### src/rtl/qspi_read_prefetch_pkg.sv
// Shared types and constants for the QSPI read prefetcher.
// The NOR cycle codes normally come from the shared command defines; a
// fallback keeps this slice self-contained when those defines are absent.
`ifndef NOR_CYCLE_READ
`define NOR_CYCLE_READ 6'h01
`endif

package qspi_read_prefetch_pkg;

  // NOR command placed in the top six Wishbone address bits for a read.
  localparam logic [5:0] NOR_CMD_READ_DEFAULT = `NOR_CYCLE_READ;

  // Prefetch scheduler states.
  typedef enum logic [1:0] {
    ST_IDLE  = 2'd0,
    ST_ISSUE = 2'd1,
    ST_WAIT  = 2'd2,
    ST_HALT  = 2'd3
  } state_t;

endpackage

### src/rtl/qspi_read_prefetch_sync_fifo.sv
// Small synchronous FIFO holding prefetched NOR words. The head entry is
// presented directly from registered storage; pops on empty are ignored.
module sync_fifo #(
  parameter int DEPTH = 4,
  parameter int WIDTH = 16
) (
  input  logic                     clk,
  input  logic                     rst,
  input  logic                     push,
  input  logic [WIDTH-1:0]         push_data,
  input  logic                     pop,
  output logic [WIDTH-1:0]         pop_data,
  output logic [$clog2(DEPTH):0]   count,
  output logic                     empty,
  output logic                     full
);

  localparam int PW = $clog2(DEPTH);
  localparam int CW = $clog2(DEPTH) + 1;
  localparam logic [PW-1:0] PTR_ONE = PW'(1'b1);
  localparam logic [CW-1:0] CNT_ONE = CW'(1'b1);
  localparam logic [CW-1:0] DEPTH_C = CW'(DEPTH);

  logic [WIDTH-1:0] mem [DEPTH];
  logic [PW-1:0]    wr_ptr;
  logic [PW-1:0]    rd_ptr;
  logic [CW-1:0]    count_n;
  logic             do_push;
  logic             do_pop;

  assign empty    = (count == {CW{1'b0}});
  assign full     = (count == DEPTH_C);
  assign do_push  = push && !full;
  assign do_pop   = pop && !empty;
  assign pop_data = mem[rd_ptr];

  // Next occupancy: simultaneous push and pop leave the count unchanged.
  always_comb begin
    count_n = count;
    case ({do_push, do_pop})
      2'b10:   count_n = count + CNT_ONE;
      2'b01:   count_n = count - CNT_ONE;
      default: count_n = count;
    endcase
  end

  // Storage write on push; cleared on reset so the head reads zero.
  always_ff @(posedge clk or posedge rst) begin
    if (rst) begin
      for (int i = 0; i < DEPTH; i++) begin
        mem[i] <= '0;
      end
    end else if (do_push) begin
      mem[wr_ptr] <= push_data;
    end
  end

  // Pointer and occupancy registers.
  always_ff @(posedge clk or posedge rst) begin
    if (rst) begin
      wr_ptr <= '0;
      rd_ptr <= '0;
      count  <= '0;
    end else begin
      if (do_push) begin
        wr_ptr <= wr_ptr + PTR_ONE;
      end
      if (do_pop) begin
        rd_ptr <= rd_ptr + PTR_ONE;
      end
      count <= count_n;
    end
  end

endmodule

### src/rtl/qspi_read_prefetch.sv
// Read prefetcher between the QSPI command FSM and the NOR Wishbone slave.
// After a read address phase it streams sequential NOR reads, one at a
// time, into a small FIFO so the host is served without NOR latency.
module qspi_read_prefetch
  import qspi_read_prefetch_pkg::*;
#(
  parameter int         ADDRBITS     = 26,
  parameter int         DATABITS     = 16,
  parameter int         DEPTH        = 4,
  parameter logic [5:0] NOR_CMD_READ = NOR_CMD_READ_DEFAULT
) (
  input  logic                clk_i,
  input  logic                spi_reset,
  input  logic                start_i,
  input  logic [ADDRBITS-1:0] start_addr_i,
  input  logic                pop_i,
  output logic [DATABITS-1:0] rd_data_o,
  output logic                rd_valid_o,
  output logic                busy_o,
  output logic                underrun_o,
  output logic                err_o,
  output logic                wb_cyc_o,
  output logic                wb_stb_o,
  output logic                wb_we_o,
  output logic [31:0]         wb_adr_o,
  input  logic [DATABITS-1:0] wb_dat_i,
  input  logic                wb_ack_i,
  input  logic                wb_stall_i,
  input  logic                wb_err_i
);

  localparam int CW = $clog2(DEPTH) + 1;
  localparam logic [CW-1:0]       DEPTH_C  = CW'(DEPTH);
  localparam logic [ADDRBITS-1:0] ADDR_ONE = ADDRBITS'(1'b1);

  state_t              state, state_n;
  logic                cyc, cyc_n;
  logic                stb, stb_n;
  logic [31:0]         adr, adr_n;
  logic [ADDRBITS-1:0] fetch_addr, fetch_addr_n;
  logic                err, err_n;
  logic                busy;
  logic                underrun;
  logic                push;
  logic                space;
  logic [CW-1:0]       count;
  logic                empty;
  logic                full;

  // Only one access is ever outstanding, and none is in flight whenever a
  // new request is being considered, so free space is simply count < DEPTH.
  assign space = (count < DEPTH_C);

  sync_fifo #(
    .DEPTH (DEPTH),
    .WIDTH (DATABITS)
  ) u_fifo (
    .clk       (clk_i),
    .rst       (spi_reset),
    .push      (push),
    .push_data (wb_dat_i),
    .pop       (pop_i),
    .pop_data  (rd_data_o),
    .count     (count),
    .empty     (empty),
    .full      (full)
  );

  // Next-state, Wishbone request and fetch address decisions.
  always_comb begin
    state_n      = state;
    cyc_n        = cyc;
    stb_n        = stb;
    adr_n        = adr;
    fetch_addr_n = fetch_addr;
    err_n        = err;
    push         = 1'b0;
    case (state)
      ST_IDLE: begin
        if (start_i) begin
          fetch_addr_n = start_addr_i;
          state_n      = ST_ISSUE;
          if (space) begin
            cyc_n = 1'b1;
            stb_n = 1'b1;
            adr_n = {NOR_CMD_READ, start_addr_i};
          end else begin
            cyc_n = 1'b0;
            stb_n = 1'b0;
          end
        end else begin
          state_n = ST_IDLE;
        end
      end
      ST_ISSUE: begin
        if (stb) begin
          if (!wb_stall_i) begin
            stb_n   = 1'b0;
            state_n = ST_WAIT;
          end else begin
            stb_n = 1'b1;
          end
        end else if (space) begin
          cyc_n = 1'b1;
          stb_n = 1'b1;
          adr_n = {NOR_CMD_READ, fetch_addr};
        end else begin
          cyc_n = 1'b0;
        end
      end
      ST_WAIT: begin
        if (wb_err_i) begin
          cyc_n   = 1'b0;
          err_n   = 1'b1;
          state_n = ST_HALT;
        end else if (wb_ack_i) begin
          push         = !full;
          cyc_n        = 1'b0;
          fetch_addr_n = fetch_addr + ADDR_ONE;
          state_n      = ST_ISSUE;
        end else begin
          state_n = ST_WAIT;
        end
      end
      ST_HALT: begin
        cyc_n = 1'b0;
        stb_n = 1'b0;
      end
      default: begin
        state_n = ST_IDLE;
        cyc_n   = 1'b0;
        stb_n   = 1'b0;
      end
    endcase
  end

  // Control registers; reset aborts any Wishbone cycle immediately.
  always_ff @(posedge clk_i or posedge spi_reset) begin
    if (spi_reset) begin
      state      <= ST_IDLE;
      cyc        <= 1'b0;
      stb        <= 1'b0;
      adr        <= 32'h0000_0000;
      fetch_addr <= '0;
      err        <= 1'b0;
      busy       <= 1'b0;
    end else begin
      state      <= state_n;
      cyc        <= cyc_n;
      stb        <= stb_n;
      adr        <= adr_n;
      fetch_addr <= fetch_addr_n;
      err        <= err_n;
      busy       <= (state_n != ST_IDLE);
    end
  end

  // Sticky underrun flag: the host consumed a word that was not there.
  always_ff @(posedge clk_i or posedge spi_reset) begin
    if (spi_reset) begin
      underrun <= 1'b0;
    end else if (pop_i && empty) begin
      underrun <= 1'b1;
    end
  end

  assign rd_valid_o = !empty;
  assign busy_o     = busy;
  assign underrun_o = underrun;
  assign err_o      = err;
  assign wb_cyc_o   = cyc;
  assign wb_stb_o   = stb;
  assign wb_we_o    = 1'b0;
  assign wb_adr_o   = adr;

endmodule

### config.mk
export PLATFORM = sky130hd
export DESIGN_NAME = qspi_read_prefetch
export DESIGN_NICKNAME = d
export VERILOG_FILES = /design/src/rtl/qspi_read_prefetch_pkg.sv /design/src/rtl/qspi_read_prefetch_sync_fifo.sv /design/src/rtl/qspi_read_prefetch.sv
export SDC_FILE = /design/constraint.sdc
export NUM_CORES = 1
export LEC_CHECK = 0
export CAP_MARGIN = 20
export CORE_ASPECT_RATIO = 0.8
export CORE_UTILIZATION = 38
export DETAILED_ROUTE_END_ITERATION = 7
export SYNTH_ARGS = -nofsm -noshare
export SYNTH_HDL_FRONTEND = slang
export SYNTH_SLANG_ARGS = --single-unit
### constraint.sdc
create_clock -name clk_i -period 11.4 [get_ports clk_i]
set_input_delay 2.28 -clock clk_i [delete_from_list [all_inputs] [get_ports clk_i]]
set_output_delay 2.28 -clock clk_i [all_outputs]
set_load 0.01 [all_outputs]
* After elaboration in Yosys (flattened, before gate mapping)
Index checks and enable logic that the tools add are counted.
Storage, ports and cells: flip-flop bits (word level) 136, input bits 49, output and inout bits 55, word-level logic and storage cells 91
Cells by class: add/subtract/negate cells 5, $lt $le $gt $ge 4, equality and inequality tests 13, mux-type cells 34, bitwise logic cells 2, reductions and logical operators 18
Operators with widths (number):
- two-way mux 32 bit | 4
- two-way mux 26 bit | 3
- bitwise mux 64 bit | 1
- one-hot mux 32 bit (2 select lines) | 1
- one-hot mux 26 bit (2 select lines) | 1
- two-way mux 16 bit | 3
- binary-select mux 16 bit (select 2 bit) | 1
- demux 16 bit (select 2 bit) | 1
- adder 26 x 1 -> 26 bit (second input constant) | 1
- != test 2 bit (second input constant) | 6
- two-way mux 1 bit | 11
- two-way mux 2 bit | 4
- nonzero test 2 bit | 4
- == test 2 bit (second input constant) | 3
- greater-or-equal comparator 3 bit (second input constant) | 2
- NOT 2 -> 3 bit | 2
- one-hot mux 2 bit (3 select lines) | 1
- one-hot mux 3 bit (2 select lines) | 1
- AND reduction 5 bit | 1
- adder 2 x 1 -> 2 bit (second input constant) | 2
- == test 2 x 1 -> 1 bit (second input constant) | 2
- logical AND 1 bit | 4
- one-hot mux 1 bit (4 select lines) | 1
- AND reduction 2 bit | 2
- other kinds (13) | 14

* Longest topological paths before layout
Gate-level depths: netlist of the first run.
depth after elaboration 8, gate-level depth with buffers 10, depth with buffers taken out 9

* By module
A second synthesis of the first run with hierarchy kept.
Unflattened totals: cells, all modules 567, area, all modules 6745.2 um^2
Modules (own cells, without submodules):
- qspi_read_prefetch | times used 1, cells an instance 374, area each 3388.2 um^2, seq. area each 1501.4 um^2
- sync_fifo | times used 1, cells an instance 193, area each 3357.0 um^2, seq. area each 1776.7 um^2

* Least setup slack after synthesis of the first run
Ideal clock, no wire load.
path kind in2reg, start input wb_err_i, end register u_fifo.count[2], arrival 3.737 ns, data required time 11.266 ns, slack 7.529 ns, cell stages on the path 9, path buffers 0, path through nand4bb_4 > a31oi_4 > inv_1 > ha_1 > inv_1 > fa_1 > xor2_1 > nor2_1 > xor2_1
Between the ends: cells in the longest elaborated chain, start to end 5
Ends and longest elaborated chain:
- start: declaration | RTL line qspi_read_prefetch.sv:29 | input logic wb_err_i
- two-way mux 1 bit (*) | RTL line qspi_read_prefetch.sv:112 | if (wb_err_i) begin
- two-way mux 1 bit (*) | RTL line qspi_read_prefetch.sv:78 | case (state)
- logical AND 1 bit (*) | RTL line qspi_read_prefetch_sync_fifo.sv:33 | assign do_push = push && !full;
- == test 2 x 1 -> 1 bit or == test 2 bit (tied branches) | RTL line qspi_read_prefetch_sync_fifo.sv:40 | case ({do_push, do_pop})
- one-hot mux 3 bit (2 select lines) or nonzero test 2 bit (tied branches)
- end signal: assignment | RTL line qspi_read_prefetch_sync_fifo.sv:71 | count <= count_n;
- end: declaration | RTL line qspi_read_prefetch_sync_fifo.sv:13 | output logic [$clog2(DEPTH):0] count,
Every way passes the cells marked *; elsewhere a longest branch is shown, timed or not. A chain may end at the register's enable or synchronous reset.

* Final worst setup path of the first run
start register u_fifo.rd_ptr[1], end output rd_data_o[15]
Between the ends: cells in the longest elaborated chain, start to end 4
Ends and longest elaborated chain:
- start: declaration | RTL line qspi_read_prefetch_sync_fifo.sv:26 | logic [PW-1:0] rd_ptr;
- start signal: assignment | RTL line qspi_read_prefetch_sync_fifo.sv:69 | rd_ptr <= rd_ptr + PTR_ONE;
- NOT 2 -> 3 bit (implied by the code) | RTL line qspi_read_prefetch_sync_fifo.sv:35 | assign pop_data = mem[rd_ptr];
- binary-select mux 16 bit (select 2 bit) | RTL line qspi_read_prefetch_sync_fifo.sv:35
- two-way mux 16 bit (implied by the code) (2 in series) | RTL line qspi_read_prefetch_sync_fifo.sv:35
- end: declaration | RTL line qspi_read_prefetch.sv:17 | output logic [DATABITS-1:0] rd_data_o,
Every way passes these cells. The select of a mux whose other input is x is not followed.

==> impl_metrics.csv, run 1 <==
group,metric,value,unit
pwr,power_density,161,mW/mm^2
sta,final_hold_viol_count,0,
worst_setup_path,path_buf_inv,1,
final_layout,utilization,49.5,%
pwr,intPower,0.962,mW
final_layout,layout.nets,717,
sta,worst-slew-pin-transition,904,ps
floorplanning,die_x,150,um
routing,drc,0,
worst_setup_path,critPathKind,"flip-flop to output pin",
final_layout,post-route-cell-area,0.00833,sq mm
synth,yosysSeqAreaShare,49.3,%
sta,hold_slack,463,ps
synth,synth_edf_count,0,
routing,via_count,4924,
final_layout,final_common_cell,"dfrtp_1",
worst_setup_path,cp_cell_sequence,"mux4_2, clkdlybuf4s50_1",
final_layout,final_cell_count_no_fill,894,
worst_setup_path,critical_path.endpoint_type,"output pin",
floorplanning,rows,42,
synth,ys_ff_latch,131,
cts,numCtsBuffers,17,
worst_setup_path,regToRegSetupSlack,8800,ps
placement,dp_slack,6760,ps
cts,clock-sinks,131,
sta,grt_setup_unrepaired,"false",
cts,tritoncts,"built",
worst_setup_path,r2r_cells,9,
worst_setup_path,cpMaxStageDelayCell,"dfrtp_1",
worst_setup_path,crit_family,"flip-flops",
final_layout,drive_above_1_share,19.4,%
cts,htreeDepth,4,
pwr,p_seq_share,43.1,%
pwr,finalPower,1.34,mW
outcome,status,"complete, no violations",
sta,setup_violations,0,
pwr,power_frac_clock,37.9,%
cts,clk_pin_slew_worst_paths,60,ps
cts,clockBufferDepth,2,
grt,grt_pass1_vias,5091,
routing,routedWlPerCell,19.1,um
final_layout,area_growth,25.4,%
floorplanning,core_area,0.0168,sq mm
grt,grt-busiest-layer,"met2",
synth,syn_area,0.00664,sq mm
worst_hold_path,hold_depth,1,
placement,dpl_cell_area,0.00776,sq mm
sta,finalCritPeriodShare,40.0,%
sta,setup_slack,6840,ps
worst_hold_path,hold_class,"flip-flop to flip-flop",
floorplanning,design.die.area,0.0180,sq mm
grt,antenna_found_initial,0,
floorplanning,die_y,120,um
final_layout,diodes,0,
grt,track_usage,20.3,%
routing,drtIter0Drc,449,
worst_setup_path,cp.arrival,2280,ps
sta,skew,10.4,ps
worst_setup_path,critPathLaunchType,"flip-flop",
grt,use_met1,28.6,%
cts,cts_hold_buf,0,
routing,finalWirelength,17000,um
worst_hold_path,hp-start,"wb_adr_o[26]",
final_layout,final_cell_mix,"dfrtp_1, clkdlybuf4s50_1, mux2_2, a21oi_1, nor2_1",
placement,io_buffers,97,
cts,worst_skew_pair.late_latency,420,ps
placement,dp_hpwl,11300,um
grt,grt_pass1_wl,27600,um
synth,ys_types,63,
sta,maxSlewHeadroom,39.7,%
placement,placedCellCount,861,
worst_hold_path,hold_end,"wb_adr_o[26]",
synth,async_flop_share,100,%
routing,ant_nets,0,
synth,synth_ff_type,"dfrtp_1",
sta,fmax,219,MHz
grt,met3_usage,4.49,%
pwr,p_leak,3.76,nW
run,cap_violations,0,
routing,viasPerCell,5.51,
pwr,vdd_ir_drop_max,0.0936,mV
floorplanning,start_util,39.5,%
pwr,p_switching,0.380,mW
sta,min_period,4560,ps
pwr,swShare,28.3,%
sta,drv_slew,0,
routing,dr.pass1.iters,5,
synth,synth_area_per_cell,11.6,sq um
grt,globalRouteOverflowTotal,0,
cts,clockRootBuffer,"clkbuf_16",
cts,cts_setup_buffers,0,
placement,gp_congestion,0.858,
cts,cts_resized,0,
grt,grt_max_degree,83,
worst_setup_path,critPathMaxStageDelay,910,ps
floorplanning,num_io_pins,104,
worst_setup_path,r2r-start,"state[1]",
worst_setup_path,crit_fanout,17,
worst_setup_path,r2r_end,"u_fifo.count[2]",
synth,synthCells,574,
synth,yosys_warnings,0,
pwr,pwr-share-comb,19.0,%
sta,fin_tns_setup,0,ps
worst_setup_path,worstPathRequired,9120,ps
grt,grtUsageMet2,31.0,%
==> logic make-up after synthesis <==
| kind of cell | count (synthesis) | synth area share (%) |
|---|---|---|
| buffers and inverters | 53 | 3.75 |
| XOR/XNOR | 6 | 0.791 |
| AND/OR/NAND/NOR | 155 | 13.4 |
| multiplexers | 109 | 20.6 |
| adder cells (fa/ha/maj) | 7 | 1.43 |
| other | 1 | 0.0564 |
| AO/OA/AOI/OAI | 112 | 10.6 |
| flip-flops | 131 | 49.3 |
==> area by class of cell <==
type                       count  area (sq um)
sequential                   131          3280
multi-input combinational    395          3150
clock buffer                  23           458
timing repair buffer         104          1040
tap                          220           275
clock inverter                 9          82.6
fill                        1522          8490
inverter                      12          47.5
==> Yosys cell counts, types with 7 or more instances <==
cell type | number | area share (%)
nand3_1 | 21 | 1.6
a31oi_1 | 7 | 0.66
clkbuf_1 | 23 | 1.3
buf_4 | 11 | 1.2
nor3_1 | 8 | 0.60
nor4b_1 | 8 | 1.1
nand4_1 | 10 | 0.94
mux2i_1 | 29 | 4.4
mux2_2 | 64 | 11
nor2_1 | 42 | 2.4
mux4_2 | 16 | 5.4
a21oi_1 | 49 | 3.7
dfrtp_1 | 131 | 49
o21ai_0 | 19 | 1.4
nand2_1 | 21 | 1.2
inv_1 | 12 | 0.68
==> power groups by stage <==
stage          Clock [mW]  Combinational [mW]  Sequential, mW
5_1_grt             0.537               0.280           0.588
3_3_place_gp            0               0.252           0.585
4_1_cts             0.518               0.258           0.578
2_1_floorplan           0               0.151           0.567
6_report            0.509               0.254           0.579
3_5_place_dp            0               0.256           0.586
==> flip-flops by register name, indices dropped and copies added, names as in the netlist <==
signal         count
busy_o             1
err_o              1
fetch_addr        26
state              2
u_fifo.count       3
u_fifo.mem        64
u_fifo.rd_ptr      2
u_fifo.wr_ptr      2
underrun_o         1
wb_adr_o          27
wb_cyc_o           1
wb_stb_o           1
==> worst register-to-register path: cells and delay by family, from the launching register on <==
family	cells	cell delay, ps
and+or+nand+nor	2	350
buffers and inverters	2	170
DFF	1	820
adders and majority gates	2	390
AOI/OAI and AO/OA	1	450
xor gates and xnor gates	2	290
==> per-layer routing <==
metal	vias to the layer above	share of wire, %
li1	2284	-
met2	131	47
met3	10	5.0
met4	0	0.94
met1	2499	47
met5	-	0
==> worst max-delay path by stage <==
stage / startpoint / to / slack, ps / cells past startpoint
6_report: u_fifo.rd_ptr[1] / rd_data_o[15] / 6840 / 2
2_1_floorplan: spi_reset / busy_o / 5620 / 1
5_1_grt: u_fifo.rd_ptr[1] / rd_data_o[13] / 6760 / 2
3_3_place_gp: wb_err_i / u_fifo.count[2] / 6850 / 10
4_1_cts: u_fifo.rd_ptr[1] / rd_data_o[13] / 6830 / 2
3_5_place_dp: wb_err_i / u_fifo.count[2] / 6760 / 10
Note: power is estimated with default switching activity, not from simulation.
==> run 2: changes to the inputs <==
==> constraint.sdc (replaced) <==
create_clock -name clk_i -period 4.7 [get_ports clk_i]
set_input_delay 0.94 -clock clk_i [delete_from_list [all_inputs] [get_ports clk_i]]
set_output_delay 0.94 -clock clk_i [all_outputs]
set_load 0.01 [all_outputs]
==> impl_metrics.csv, run 2 (synthesized netlist as in run 1, its figures left out) <==
group,metric,value,unit
outcome,status,"complete, no violations",
final_layout,final_cell_mix,"dfrtp_1, clkdlybuf4s50_1, mux2_2, a21oi_1, nor2_1",
sta,setup_slack,1170,ps
routing,routedWlPerCell,18.3,um
routing,drc,0,
floorplanning,rows,42,
final_layout,final_common_cell,"dfrtp_1",
sta,worst-slew-pin-transition,933,ps
cts,tritoncts,"built",
routing,drtIter0Drc,314,
worst_setup_path,path_buf_inv,2,
worst_setup_path,cp.arrival,2590,ps
grt,grt_pass1_vias,5070,
grt,globalRouteOverflowTotal,0,
pwr,pwr-share-comb,17.1,%
routing,ant_nets,0,
pwr,swShare,27.8,%
final_layout,regMostFlops,"u_fifo.mem",
sta,drv_slew,0,
pwr,power_frac_clock,41.6,%
pwr,vdd_ir_drop_max,0.267,mV
routing,dr.pass1.iters,5,
grt,grt_pass1_wl,27300,um
pwr,p_seq_share,41.3,%
sta,fin_tns_setup,0,ps
grt,grt_max_degree,80,
cts,cts_setup_buffers,0,
placement,io_buffers,97,
worst_setup_path,worstPathRequired,3760,ps
pwr,p_leak,3.81,nW
final_layout,final_cell_count_no_fill,893,
sta,fmax,283,MHz
final_layout,area_growth,26.7,%
floorplanning,design.die.area,0.0180,sq mm
worst_setup_path,critPathKind,"flip-flop to output pin",
final_layout,diodes,0,
final_layout,utilization,50.1,%
cts,clockRootBuffer,"clkbuf_16",
routing,viasPerCell,5.51,
cts,numCtsBuffers,17,
worst_setup_path,critPathLaunchType,"flip-flop",
floorplanning,start_util,39.5,%
sta,setup_violations,0,
sta,skew,9.17,ps
final_layout,drive_above_1_share,20.1,%
floorplanning,die_y,120,um
placement,dp_hpwl,11100,um
final_layout,largest_reg_flops,64,
cts,clockBufferDepth,2,
placement,placedCellCount,861,
cts,cts_resized,0,
worst_setup_path,crit_family,"buffers and inverters",
grt,track_usage,19.8,%
worst_setup_path,cp_cell_sequence,"buf_4, mux4_2, clkdlybuf4s50_1",
sta,finalCritPeriodShare,75.2,%
pwr,p_switching,0.959,mW
worst_setup_path,cpMaxStageDelayCell,"dfrtp_1",
floorplanning,die_x,150,um
final_layout,layout.nets,716,
routing,via_count,4920,
sta,final_hold_viol_count,0,
sta,min_period,3530,ps
sta,maxSlewHeadroom,37.8,%
grt,antenna_found_initial,0,
placement,dp_slack,1400,ps
sta,grt_setup_unrepaired,"false",
placement,gp_congestion,0.856,
run,cap_violations,0,
worst_setup_path,critPathMaxStageDelay,780,ps
worst_setup_path,crit_fanout,11,
pwr,power_density,411,mW/mm^2
cts,htreeDepth,4,
cts,cts_hold_buf,0,
worst_setup_path,critical_path.endpoint_type,"output pin",
pwr,intPower,2.50,mW
floorplanning,core_area,0.0168,sq mm
cts,worst_skew_pair.late_latency,420,ps
floorplanning,num_io_pins,104,
cts,clk_pin_slew_worst_paths,60,ps
routing,finalWirelength,16400,um
cts,clock-sinks,131,
sta,hold_slack,470,ps
worst_hold_path,hold_class,"flip-flop to flip-flop",
run 2: power groups by stage:
stage / clock (mW) / sequential, mW / combinational [mW]
floorplan: 0 / 1.38 / 0.366
global placement: 0 / 1.44 / 0.586
detailed placement: 0 / 1.45 / 0.599
CTS: 1.46 / 1.43 / 0.602
global route: 1.52 / 1.45 / 0.654
finish: 1.44 / 1.43 / 0.590
run 2: worst paths after layout:
path,depth (start not counted),to,slack (ps),from
min in group asynchronous,2,u_fifo.mem[33],980,spi_reset
max reg2reg,9,u_fifo.count[2],2090,state[1]
min,1,err_o,470,err_o
min reg2reg,1,err_o,470,err_o
max,3,rd_data_o[12],1170,u_fifo.rd_ptr[0]
max in group asynchronous,3,err_o,2820,spi_reset
run 2: worst reg2reg max path: stages, from the launching register on:
cell       delay [ps]
dfrtp_1           800
nand4bb_4         290
a31oi_4           460
inv_1             100
ha_1              230
inv_1              80
fa_1              180
xor2_1            150
nor2_1             60
xor2_1            140
run 2: layout make-up:
cell class	instances	area, sq um
Fill cell	1488	8400
Timing Repair Buffer	103	1030
Clock buffer	17	425
Sequential cell	131	3280
Multi-Input combinational cell	395	3150
Tap cell	220	275
Inverter	12	47.5
Clock inverter	15	218
run 2: metrics by stage:
step	instance area (sq um)	power, mW
after floorplan	6660	1.74
after global placement	7770	2.03
after detailed placement	7770	2.05
after CTS	8420	3.49
after global routing	8420	3.63
final	8420	3.46
run 2: routing by layer:
layer,vias to the layer above,global-route usage [%],wire length (um)
li1,2300,-,-
met3,14,4.68,914
met2,148,29.5,7380
met5,-,0,0
met1,2458,28.5,7850
met4,0,5.62,208
